===== src/rtl/sipo_deserializer.sv =====
// Parametrised serial-in/parallel-out deserializer with word framing,
// selectable bit order and a registered valid/ready word port with overrun flag.
module sipo_deserializer #(
  parameter int WIDTH     = 8,
  parameter bit MSB_FIRST = 1'b1,
  localparam int CW       = $clog2(WIDTH)
) (
  input  logic             clk,
  input  logic             reset,
  input  logic             serial_in,
  input  logic             bit_valid,
  input  logic             frame_start,
  input  logic             word_ready,
  output logic [WIDTH-1:0] parallel_out,
  output logic             word_valid,
  output logic             overrun,
  output logic [WIDTH-1:0] shift_out,
  output logic [CW-1:0]    bit_count
);

  logic [WIDTH-1:0] sh;
  logic [WIDTH-1:0] sh_next;
  logic [WIDTH-1:0] shifted;
  logic [WIDTH-1:0] seeded;
  logic [CW-1:0]    count;
  logic [CW-1:0]    count_next;
  logic             last_bit;
  logic             word_done;
  logic             handoff;

  // seeded is the register as if it had been empty before this bit arrived
  always_comb begin
    if (MSB_FIRST) begin
      shifted = {sh[WIDTH-2:0], serial_in};
      seeded  = {{(WIDTH-1){1'b0}}, serial_in};
    end else begin
      shifted = {serial_in, sh[WIDTH-1:1]};
      seeded  = {serial_in, {(WIDTH-1){1'b0}}};
    end
  end

  assign last_bit  = (count == CW'(WIDTH - 1));
  assign word_done = bit_valid && !frame_start && last_bit;
  assign handoff   = word_valid && word_ready;

  // frame_start realigns framing and never completes a word
  always_comb begin
    sh_next    = sh;
    count_next = count;
    if (frame_start) begin
      if (bit_valid) begin
        sh_next    = seeded;
        count_next = CW'(1);
      end else begin
        sh_next    = '0;
        count_next = '0;
      end
    end else if (bit_valid) begin
      sh_next    = shifted;
      count_next = last_bit ? '0 : count + CW'(1);
    end
  end

  always_ff @(posedge clk) begin
    if (reset) begin
      sh           <= '0;
      count        <= '0;
      parallel_out <= '0;
      word_valid   <= 1'b0;
      overrun      <= 1'b0;
    end else begin
      sh      <= sh_next;
      count   <= count_next;
      overrun <= word_done && word_valid && !word_ready;
      if (word_done) begin
        parallel_out <= shifted;
        word_valid   <= 1'b1;
      end else if (handoff) begin
        word_valid <= 1'b0;
      end
    end
  end

  assign shift_out = sh;
  assign bit_count = count;

endmodule

===== config.mk =====
export PLATFORM = sky130hd
export DESIGN_NAME = sipo_deserializer
export DESIGN_NICKNAME = d
export VERILOG_FILES = /design/src/rtl/sipo_deserializer.sv
export SDC_FILE = /design/constraint.sdc
export NUM_CORES = 1
export LEC_CHECK = 0
export CORE_ASPECT_RATIO = 0.75
export CORE_MARGIN = 5
export CORE_UTILIZATION = 25
export CTS_CLUSTER_DIAMETER = 150
export DETAILED_ROUTE_END_ITERATION = 8
export GPL_TIMING_DRIVEN = 0
export PLACE_DENSITY = 0.59
export SLEW_MARGIN = 20
export SYNTH_ARGS = -nofsm -noshare
export SYNTH_HDL_FRONTEND = slang
export SYNTH_SLANG_ARGS = --single-unit

===== constraint.sdc =====
create_clock -name clk -period 1.7 [get_ports clk]
set_input_delay 0.255 -clock clk [delete_from_list [all_inputs] [get_ports clk]]
set_output_delay 0.255 -clock clk [all_outputs]
set_load 0.005 [all_outputs]

==> results.toml <==
[placement]
dp_hpwl_um = 1400
postPlaceCellArea_um2 = 1180
portBuffers = 25
gp_congestion = 0.733

[worst_setup_path]
path_cells = "clkdlybuf4s50_1"
critical_path_buf_inv_count = 1
r2r_start = "bit_count[0]"
critPathKind = "reg -> out"
crit_slowest_cell = "clkdlybuf4s50_1"
critPathRequiredTime_ns = 1.44
r2r_setup_slack_ns = 0.38
crit_fanout = 4
cp-end-kind = "output pin"
crit_arrival_ns = 1.19
crit_start = "shift_out[6]"
start_kind = "flip-flop"
worst_path_dominant_cell_family = "buffers and inverters"
slowest_delay_ns = 0.53

[cts]
cts_tree = "done"
clockRootBuffer = "clkbuf_8"
numClockSinks = 21
ctsResizeCount = 0
postCtsSetupRepairBufs = 0
insertion_delay_ns = 0.26
cts_buffers = 3
htreeDepth = 1
ctsHoldBuffers = 0
path_clk_slew_ns = 0.08
clk_path_buf_depth = 2

[final_layout]
ff_latch_area_um2 = 420
final_cell_area_um2 = 1220
multi_input_area_um2 = 410
diodes = 0
area_growth_pct = 39.5
num-nets-final = 122
layout_common_cells = "clkdlybuf4s50_1, dfxtp_1, nand2b_1, mux2i_1, nor2_1"
layout-drive-gt1-share_pct = 9.73
layout_commonest_cell = "clkdlybuf4s50_1"
fill_cells = 344

[drt]
wl_met3_um = 70
drt-met1-wl_um = 987
drt-initial-drc-count = 17
avgRoutedWirePerCell_um = 12.0
ant_nets = 0
routed-wl-met2_um = 773
routed.top_layer = "met4"
viasPerCell = 4.18
vias = 640
drc = 0
routed_wl_um = 1840
first_pass_iters = 4

[yosys]
netlist_area_um2 = 878
async_flop_share_pct = 0
synthDistinctLibCells = 20
ys_seq_area_share_pct = 47.9
yosysWarnings = 0
ys_seq_elements = 21
ys.flop_type = "dfxtp_1"
synth_edf_count = 0
synth_nets = 92
avgSynthCellArea_um2 = 10.5
synthCells = 84

[timing]
worst_pin_slew_ns = 0.311
fin_crit_ns = 1.45
max_freq_mhz = 690
clock_skew_ns = 0.00639
relSlewSlack_pct = 79.3
setup_viol = 0
hold_viol_final = 0
slew_viol_final = 0
rsz0062_at_grt = "no"
fin_setup_tns_ns = 0
finalCritPeriodShare_pct = 85.3

[global_route]
grt_antenna_before_repair = 0
grtUsageTotal_pct = 8.37
grt-ovfl-total = 0
grt_max_degree = 13
grt_pass1_wl_um = 3120
grt_pass1_vias = 674

[power_and_ir_drop]
design_power_total_uw = 889
powerDensity_nw_per_um2 = 726
peakVddDrop_uv = 526
leakagePower_nw = 0.452

[die]
fp.dieH_um = 61.3
core_um2 = 3330
std_cell_rows = 18
pin_count = 27
die-area_um2 = 4810
dieWidth_um = 78.4
start_util_pct = 26.4

[flow_run]
cap_violations = 0

[min_path]
min_path_type = "in -> reg"
hp-start = "bit_valid"

[status]
status = "complete, no violations"
sequential cells by signal, summed over array words and instances, names as in the netlist:
signal / count
parallel_out: 8
bit_count: 3
shift_out: 8
overrun: 1
word_valid: 1
worst register-to-register path, cell delays in order (launching register included):
cell and delay (ns):
dfxtp_1 0.37, ha_1 0.17, ha_1 0.18, and3b_1 0.19, buf_6 0.16, mux2i_1 0.20
report_power, final:
| part | switching [mW] | leakage (nW) | internal (mW) |
|---|---|---|---|
| Clock | 0.165 | 0.0255 | 0.163 |
| Sequential | 0.00388 | 0.170 | 0.495 |
| Combinational | 0.0251 | 0.257 | 0.0372 |
per-stage QoR:
| step | setup WS, ns | utilization [%] | instances | hold WS (ns) |
|---|---|---|---|---|
| after CTS | 0.246 | 36.7 | 153 | 0.261 |
| final | 0.251 | 36.7 | 153 | 0.269 |
| after floorplan | 0.456 | - | 84 | 0.391 |
| after global placement | 0.318 | 35.4 | 149 | 0.461 |
| after detailed placement | 0.272 | 35.4 | 149 | 0.467 |
| after global routing | 0.193 | 36.7 | 153 | 0.310 |
path summary, 6_finish.rpt:
| path | end | depth (start not counted) |
|---|---|---|
| setup / recovery | shift_out[6] | 1 |
| hold / removal | bit_count[1] | 3 |
| setup reg to reg | parallel_out[0] | 5 |
| hold reg to reg | parallel_out[7] | 2 |
cells in the mapped netlist, types with 2 or more instances:
library cell,n,area (um^2)
dfxtp_1,21,420
mux2i_1,17,170
nand2b_1,17,106
nor2_1,9,33.8
a21oi_1,2,10.0
buf_2,2,10.0
buf_6,2,22.5
ha_1,2,25.0
kinds of logic after synthesis:
group	Yosys count	synth area share, %
fa+ha+maj	2	2.85
compound gates	4	2.99
buf+inv	7	5.41
simple gates	33	21.5
flops	21	47.9
mux	17	19.4
area by class of cell:
cell class                 count  area share (%)
buffer                         6            3.58
clock buffer                   3            3.37
clock inverter                 1           0.409
inverter                       1           0.306
multi-input combinational     56            33.5
sequential                    21            34.3
tap                           40            4.09
timing repair buffer          25            20.4
per-layer routing:
layer / vias up / track usage, %
li1: 336 / -
met1: 286 / 10.9
met2: 16 / 13.2
met3: 2 / 3.22
met4: 0 / 2.24
met5: - / 0
Power figures use the tool's default switching activity.
